===== src/rtl/led_ctrl_pkg.sv =====
// Shared types and field positions for the LED pattern controller.
// The low switch pair selects the display mode and the next pair selects the speed.
package led_ctrl_pkg;

    typedef enum logic [1:0] {
        MODE_PASS   = 2'd0,
        MODE_SHIFT  = 2'd1,
        MODE_BOUNCE = 2'd2,
        MODE_BLINK  = 2'd3
    } mode_e;

    typedef enum logic {
        DIR_UP   = 1'b0,
        DIR_DOWN = 1'b1
    } dir_e;

    localparam int MODE_LSB = 0;
    localparam int SPD_LSB  = 2;

endpackage


===== src/rtl/switch_debounce.sv =====
// One switch bit: 2-flop synchroniser followed by a debouncer that accepts a new level
// only after it has differed from the accepted level for DEBOUNCE_CYCLES consecutive cycles.
module switch_debounce #(
    parameter int DEBOUNCE_CYCLES = 1_000_000
) (
    input  logic i_clk,
    input  logic i_rst_n,
    input  logic i_raw,
    output logic o_db
);

    localparam int CW = (DEBOUNCE_CYCLES > 1) ? $clog2(DEBOUNCE_CYCLES) : 1;

    logic          sync1;
    logic          sync2;
    logic [CW-1:0] cnt;

    // The counter holds how many mismatching cycles have been seen so far; any agreement restarts it.
    always_ff @(posedge i_clk) begin
        if (!i_rst_n) begin
            sync1 <= 1'b0;
            sync2 <= 1'b0;
            o_db  <= 1'b0;
            cnt   <= '0;
        end else begin
            sync1 <= i_raw;
            sync2 <= sync1;
            if (sync2 == o_db) begin
                cnt <= '0;
            end else if (cnt == CW'(DEBOUNCE_CYCLES - 1)) begin
                o_db <= sync2;
                cnt  <= '0;
            end else begin
                cnt <= cnt + CW'(1);
            end
        end
    end

endmodule


===== src/rtl/led_pattern_controller.sv =====
// Board-level LED driver: debounced switches choose between mirroring the switches
// and one of three prescaler-timed LED patterns at one of four speeds.
module led_pattern_controller #(
    parameter int N               = 4,
    parameter int TICK_DIV        = 50_000_000,
    parameter int DEBOUNCE_CYCLES = 1_000_000
) (
    input  logic         i_clk,
    input  logic         i_rst_n,
    input  logic [N-1:0] i_switch,
    output logic [N-1:0] o_led,
    output logic [1:0]   o_mode
);

    import led_ctrl_pkg::*;

    localparam int           TW           = $clog2(TICK_DIV * 8 + 1);
    localparam logic [N-1:0] ONE_HOT_INIT = N'(1);
    localparam logic [N-1:0] ALL_ON       = '1;

    logic [N-1:0]  sw_db;
    mode_e         mode;
    mode_e         mode_q;
    logic [1:0]    spd;
    logic [1:0]    spd_q;
    logic [TW-1:0] tick_cnt;
    logic [TW-1:0] tick_cnt_d;
    logic [TW-1:0] tick_term;
    logic          tick;
    logic          mode_chg;
    logic          spd_chg;
    logic [N-1:0]  pattern;
    logic [N-1:0]  pattern_d;
    logic [N-1:0]  led_d;
    dir_e          dir;
    dir_e          dir_d;

    for (genvar i = 0; i < N; i++) begin : g_sw
        switch_debounce #(
            .DEBOUNCE_CYCLES(DEBOUNCE_CYCLES)
        ) u_debounce (
            .i_clk  (i_clk),
            .i_rst_n(i_rst_n),
            .i_raw  (i_switch[i]),
            .o_db   (sw_db[i])
        );
    end

    assign mode   = mode_e'(sw_db[MODE_LSB +: 2]);
    assign spd    = sw_db[SPD_LSB +: 2];
    assign o_mode = mode_q;

    // A mode change reloads the pattern and restarts the period; a speed-only change just restarts
    // the period. Either suppresses the step that a coincident tick would otherwise take.
    always_comb begin
        mode_chg   = (mode != mode_q);
        spd_chg    = (spd != spd_q);
        tick_term  = (TW'(TICK_DIV) << spd) - TW'(1);
        tick       = (tick_cnt == tick_term);
        tick_cnt_d = tick ? '0 : tick_cnt + TW'(1);
        pattern_d  = pattern;
        dir_d      = dir;

        if (mode_chg || spd_chg) begin
            tick_cnt_d = '0;
        end

        if (mode_chg) begin
            dir_d     = DIR_UP;
            pattern_d = (mode == MODE_BLINK) ? ALL_ON : ONE_HOT_INIT;
        end else if (tick && !spd_chg) begin
            case (mode)
                MODE_SHIFT: pattern_d = {pattern[N-2:0], pattern[N-1]};
                MODE_BOUNCE: begin
                    if (dir == DIR_UP) begin
                        pattern_d = pattern << 1;
                        if (pattern_d[N-1]) dir_d = DIR_DOWN;
                    end else begin
                        pattern_d = pattern >> 1;
                        if (pattern_d[0]) dir_d = DIR_UP;
                    end
                end
                MODE_BLINK: pattern_d = ~pattern;
                default: pattern_d = pattern;
            endcase
        end

        led_d = (mode == MODE_PASS) ? sw_db : pattern_d;
    end

    always_ff @(posedge i_clk) begin
        if (!i_rst_n) begin
            tick_cnt <= '0;
            pattern  <= '0;
            dir      <= DIR_UP;
            mode_q   <= MODE_PASS;
            spd_q    <= 2'd0;
            o_led    <= '0;
        end else begin
            tick_cnt <= tick_cnt_d;
            pattern  <= pattern_d;
            dir      <= dir_d;
            mode_q   <= mode;
            spd_q    <= spd;
            o_led    <= led_d;
        end
    end

endmodule


===== config.mk =====
export PLATFORM = sky130hd
export DESIGN_NAME = led_pattern_controller
export DESIGN_NICKNAME = d
export VERILOG_FILES = /design/src/rtl/led_ctrl_pkg.sv /design/src/rtl/switch_debounce.sv /design/src/rtl/led_pattern_controller.sv
export SDC_FILE = /design/constraint.sdc
export NUM_CORES = 1
export LEC_CHECK = 0
export BUFFER_PORTS_ARGS = -buffer_cell sky130_fd_sc_hd__clkbuf_2
export CAP_MARGIN = 20
export CORE_MARGIN = 8
export CORE_UTILIZATION = 50
export CTS_BUF_LIST = sky130_fd_sc_hd__clkbuf_8
export CTS_CLUSTER_DIAMETER = 100
export DETAILED_ROUTE_END_ITERATION = 7
export GPL_TIMING_DRIVEN = 1
export PLACE_DENSITY = 0.69
export SLEW_MARGIN = 20
export SYNTH_ARGS = -nofsm -noshare
export SYNTH_HDL_FRONTEND = slang
export SYNTH_HIERARCHICAL = 1
export SYNTH_SLANG_ARGS = --single-unit
export TNS_END_PERCENT = 30

===== constraint.sdc =====
create_clock -name i_clk -period 2.2 [get_ports i_clk]
set_input_delay 0.44 -clock i_clk [delete_from_list [all_inputs] [get_ports i_clk]]
set_output_delay 0.44 -clock i_clk [all_outputs]
set_load 0.05 [all_outputs]

==> results of run 1 <==
[worst reg2reg max path: stages (launching register included)]
cell and delay (ps):
dfxtp_1 360, or4_1 530, o31a_2 160, a2111oi_4 340, nand3_2 190, buf_4 190
o2bb2ai_2 140, o21ai_0 90
[per-stage QoR]
step                      area (um2)  hold slack (ps)  setup slack (ps)
final                           7100              204              99.0
after global routing            7100              174             -15.4
after CTS                       7050              175              49.8
after detailed placement        6580              424              13.9
after global placement          6580              414               182
after floorplan                 6350              412               155
[state kept, by name (all words and copies together) (netlist names)]
name,flops
o_led,4
g_sw.u_debounce/sync2,4
tick_cnt,29
dir,1
g_sw.u_debounce/sync1,4
pattern,4
o_mode,2
spd_q,2
g_sw.u_debounce/cnt,80
g_sw.u_debounce/o_db,4
[cell families after synthesis]
group / Yosys count
simple gates: 344
flops: 134
compound gates: 105
xor+xnor: 80
buf+inv: 57
mux: 6
fa+ha+maj: 5
[per-layer routing]
| metal | up-vias | track usage, % |
|---|---|---|
| met5 | - | 0 |
| met4 | 0 | 7.67 |
| met2 | 78 | 26.5 |
| met1 | 2416 | 18.8 |
| met3 | 18 | 4.88 |
| li1 | 2611 | - |
[worst paths after layout]
kind | start | end | depth (start not counted)
worst min register to register | g_sw[2].u_debounce/sync1$_SDFF_PN0_ | g_sw[2].u_debounce/sync2$_SDFF_PN0_ | 1
worst max-delay path | tick_cnt[7]$_SDFF_PP0_ | pattern[1]$_SDFF_PN0_ | 7
worst min-delay path | i_switch[0] | g_sw[0].u_debounce/sync1$_SDFF_PN0_ | 2
worst max register to register | tick_cnt[7]$_SDFF_PP0_ | pattern[1]$_SDFF_PN0_ | 7
[final cells by class]
| cell class | instances | area (um2) | area share, % |
|---|---|---|---|
| clock inverters | 13 | 203 | 2.86 |
| inverters | 33 | 124 | 1.74 |
| repair buffers | 29 | 190 | 2.68 |
| well taps | 172 | 215 | 3.03 |
| multi-input cells | 540 | 3420 | 48.2 |
| flip-flops and latches | 134 | 2680 | 37.8 |
| clock buffers | 19 | 262 | 3.68 |
[placed cells by master, fill, tap and decap left out, drive strengths merged, types with 18 or more instances in the layout]
cell type / count
o21ai: 30
nand4: 22
dfxtp: 134
xor2: 30
nand3: 40
clkbuf: 30
and2: 19
nor2: 101
or4: 22
nand2: 47
xnor2: 50
or3: 22
a21oi: 33
buf: 18
inv: 33
[what timing repair did]
action,in CTS,in global routing
resized for setup,1,5
buffers inserted,0,2
pin swaps,0,1
endpoints found under the setup margin,3,33
[power by group]
group / switching, mW / internal, mW
combinational: 0.0416 / 0.0240
sequential: 0.0107 / 2.44
clock: 0.932 / 1.40
==> impl_metrics.csv, run 1 <==
group,metric,value,unit
cts,cts_buffers,17,
worst_setup_path,crit_arrival,2440,ps
routing,first_iter_violations,264,
sta,worst_slew_pin_slew,550,ps
cts,cts_sinks,134,
pwr,ir_drop,0.563,mV
sta,slew_violations,0,
floorplanning,io_pins,12,
finish,layout-drive-gt1-share,12.5,%
logic_synthesis,ys.flop_type,"dfxtp_1",
routing,vias,5123,
logic_synthesis,syn_inst,731,
logic_synthesis,syn-cell-area,6350,um2
logic_synthesis,synth_xor_area_share,11.0,%
cts,hold_buffers,0,
logic_synthesis,yosys.area_share.adder,0.985,%
global_route,grt_max_degree,29,
finish,instances_no_fill,940,
worst_setup_path,cpMaxStageDelayCell,"or4_1",
worst_setup_path,cp.required,2530,ps
sta,max_slew_margin,63.0,%
routing,route.final.wire_length,12.4,mm
pwr,p_per_area,683,nW/um2
placement,numPortBuffers,11,
cts,clk_pin_slew,80,ps
worst_setup_path,path_buf_inv,1,
routing,met3_length,506,um
global_route,grt_pass1_wl,22.0,mm
logic_synthesis,yosysWarnings,6,
global_route,grt_use_total,16.1,%
logic_synthesis,synth_compound_area_share,11.2,%
logic_synthesis,synth-seq-cells,134,
floorplanning,num_rows,41,
pwr,p_leak,2.25,nW
logic_synthesis,synth-simple-area-share,29.0,%
floorplanning,fp.dieW,129,um
routing,met1Wirelength,5.66,mm
routing,dr.pass1.iters,4,
worst_setup_path,end_kind,"flip-flop",
logic_synthesis,synth_edf_count,0,
logic_synthesis,syn_area_per_cell,8.69,um2
sta,fmax,476,MHz
finish,fin_util,56.7,%
sta,fin_crit,2100,ps
floorplanning,start_util,50.7,%
worst_hold_path,hp-class,"in2reg",
worst_setup_path,path_cells,"or4_1 -> o31a_2 -> a2111oi_4 -> nand3_2 -> buf_4 -> o2bb2ai_2 -> o21ai_0",
global_route,grt-ovfl-total,0,
worst_setup_path,r2r_setup_slack,100,ps
finish,final_nets,766,
floorplanning,coreArea,12500,um2
cts,cts_buffer_depth,2,
cts,tritoncts,"yes",
worst_setup_path,path_class,"reg2reg",
finish,area_delta_synth_final,11.8,%
routing,wl_per_cell,13.2,um
logic_synthesis,synthMuxAreaShare,0.965,%
pwr,p_total,4.85,mW
global_route,grt_pass1_vias,5012,
logic_synthesis,async_flop_share,0,%
sta,min_period_over_period,95.5,%
sta,rsz0062_at_grt,"true",
logic_synthesis,synth_top_cell_by_area,"dfxtp_1",
worst_setup_path,crit_fanout,5,
routing,top_layer_used,"met4",
worst_setup_path,start_kind,"flip-flop",
flow_run,cap_violations,0,
sta,setup_viol,0,
sta,finClkSkew,10.1,ps
global_route,antenna_found_initial,0,
finish,fillers,1134,
logic_synthesis,synth.top_cell.area_share,42.2,%
finish,antenna_cells,0,
cts,cts_htree_levels,4,
sta,hold_viol,0,
logic_synthesis,yosysSeqAreaShare,42.2,%
routing,route.detailed.drc,0,
cts,clock_latency,450,ps
routing,ant_nets,0,
run_status,status,"completed",
logic_synthesis,syn-num-nets,742,
logic_synthesis,synth.most_common_cell,"dfxtp_1",
logic_synthesis,netlist_top_cells_count,"dfxtp_1, nor2_1, xnor2_1",
placement,dp_cells,906,
logic_synthesis,synth_top_family_by_area,"simple AND/OR/NAND/NOR gates",
placement,hpwlAfterDp,8.81,mm
floorplanning,die-area,16600,um2
placement,gp_congestion,0.850,
logic_synthesis,synthTopCellsByArea,"dfxtp_1, xnor2_1, nor2_1",
logic_synthesis,yosysUniqueCellTypes,59,
routing,viasPerCell,5.45,
cts,cts-root-buf,"clkbuf_8",
floorplanning,dieHeight,129,um
worst_setup_path,cp_top_family,"compound AO/OA/AOI/OAI gates",
sta,setup_tns,0,ps
routing,met2_length,6.04,mm
worst_setup_path,slowest_delay,520,ps
No activity file was read; power rests on OpenSTA's default activity.
==> run 2, diff against run 1 <==
--- a/config.mk
+++ b/config.mk
@@ -12,7 +12,7 @@
 export CTS_BUF_LIST = sky130_fd_sc_hd__clkbuf_8
 export CTS_CLUSTER_DIAMETER = 100
 export DETAILED_ROUTE_END_ITERATION = 7
-export GPL_TIMING_DRIVEN = 1
+export MAX_ROUTING_LAYER = met4
 export PLACE_DENSITY = 0.69
 export SLEW_MARGIN = 20
 export SYNTH_ARGS = -nofsm -noshare
==> impl_metrics.csv, run 2 (same netlist as run 1, synthesis figures left out) <==
group,metric,value,unit
run_status,status,"completed",
cts,cts-root-buf,"clkbuf_8",
routing,route.detailed.drc,0,
global_route,antenna_found_initial,0,
placement,hpwlAfterDp,8.91,mm
sta,finClkSkew,9.07,ps
routing,dr.pass1.iters,4,
floorplanning,io_pins,12,
routing,vias,5076,
pwr,p_per_area,706,nW/um2
worst_setup_path,start_kind,"flip-flop",
sta,rsz0062_at_grt,"true",
cts,cts_sinks,134,
finish,antenna_cells,0,
floorplanning,num_rows,41,
pwr,p_leak,2.26,nW
finish,final_common_cell,"dfxtp_1",
finish,fillers,1166,
routing,viasPerCell,5.41,
sta,setup_viol,0,
finish,reg_top3,"g_sw.u_debounce/cnt: 80 flops, tick_cnt: 29 flops",
routing,ant_nets,0,
floorplanning,dieHeight,129,um
sta,slew_violations,0,
pwr,ir_drop,0.528,mV
cts,cts_buffers,17,
global_route,grt_max_degree,29,
placement,numPortBuffers,11,
placement,gp_congestion,0.863,
worst_hold_path,hp-class,"in2reg",
flow_run,cap_violations,0,
global_route,grt_pass1_vias,4810,
sta,max_slew_margin,63.1,%
finish,layout-drive-gt1-share,12.0,%
global_route,grt_pass1_wl,21.6,mm
finish,instances_no_fill,939,
global_route,grt-ovfl-total,0,
worst_setup_path,cp_top_family,"simple AND/OR/NAND/NOR gates",
cts,cts_htree_levels,4,
worst_setup_path,crit_fanout,7,
routing,first_iter_violations,270,
worst_setup_path,end_kind,"flip-flop",
floorplanning,die-area,16600,um2
worst_setup_path,path_buf_inv,0,
cts,cts_buffer_depth,2,
placement,dp_cells,906,
sta,fmax,482,MHz
sta,worst_slew_pin_slew,549,ps
sta,fin_hold_ws,199,ps
cts,clock_latency,450,ps
worst_setup_path,cp.required,2570,ps
finish,top_register,"g_sw.u_debounce/cnt",
cts,hold_buffers,0,
finish,largest_reg_flops,80,
routing,route.final.wire_length,12.4,mm
sta,hold_viol,0,
routing,wl_per_cell,13.2,um
sta,fin_crit,2070,ps
floorplanning,start_util,50.7,%
worst_setup_path,path_class,"reg2reg",
finish,final_cell_mix,"dfxtp_1, nor2_1, xnor2_1",
sta,min_period_over_period,94.3,%
worst_setup_path,path_cells,"ha_1 -> nand3_2 -> or4_1 -> or4_1 -> a21oi_1",
worst_setup_path,crit_arrival,2440,ps
floorplanning,coreArea,12500,um2
finish,final_nets,765,
worst_setup_path,cpMaxStageDelayCell,"or4_1",
global_route,grt_use_total,16.3,%
finish,area_delta_synth_final,11.8,%
floorplanning,fp.dieW,129,um
cts,clk_pin_slew,70,ps
worst_setup_path,path_common_cell,"or4_1",
worst_setup_path,slowest_delay,650,ps
cts,tritoncts,"yes",
run 2: repair_timing:
action / CTS / global route
setup buffers: 0 / 1
resized for setup: 0 / 2
setup endpoints to repair: 0 / 34
hold endpoints to repair: 0 / 0
run 2: layer usage:
| layer | wire length [um] | part of all wire (%) | track usage, % |
|---|---|---|---|
| met1 | 5860 | 47 | 19.0 |
| met2 | 5950 | 48 | 26.2 |
| met3 | 438 | 3.5 | 4.96 |
| met4 | 190 | 1.5 | 5.60 |
| met5 | 0 | 0 | - |
run 2: final cells by class:
class / count / area (um2) / share of cell area [%]
clock buffers: 20 / 275 / 3.88
repair buffers: 28 / 183 / 2.57
inverters: 33 / 124 / 1.75
well taps: 172 / 215 / 3.03
flip-flops and latches: 134 / 2680 / 37.8
clock inverters: 12 / 223 / 3.14
multi-input cells: 540 / 3400 / 47.8
run 2: through the flow:
step	total power [mW]	setup TNS, ps	util, %	area (um2)	worst slack (ps)
after detailed placement	2.57	0	52.5	6580	44.5
after global placement	2.57	0	52.5	6580	171
final	5.01	0	56.7	7100	126
after floorplan	2.55	0	-	6350	155
after CTS	5.07	0	56.5	7070	40.0
after global routing	5.18	-192	56.7	7100	-22.8
run 2: worst paths after layout:
check | startpoint | cells after the start | endpoint | slack [ps]
hold / removal | i_switch[0] | 2 | g_sw[0].u_debounce/sync1$_SDFF_PN0_ | 200
hold reg to reg | g_sw[3].u_debounce/sync1$_SDFF_PN0_ | 1 | g_sw[3].u_debounce/sync2$_SDFF_PN0_ | 440
setup / recovery | g_sw[2].u_debounce/cnt[0]$_SDFF_PP0_ | 5 | g_sw[2].u_debounce/cnt[18]$_SDFF_PP0_ | 130
setup reg to reg | g_sw[2].u_debounce/cnt[0]$_SDFF_PP0_ | 5 | g_sw[2].u_debounce/cnt[18]$_SDFF_PP0_ | 130
run 2: power by group:
part	switching (mW)	leakage [nW]	internal, mW
combinational	0.0419	0.935	0.0241
clock	0.942	0.245	1.55
sequential	0.0107	1.08	2.44
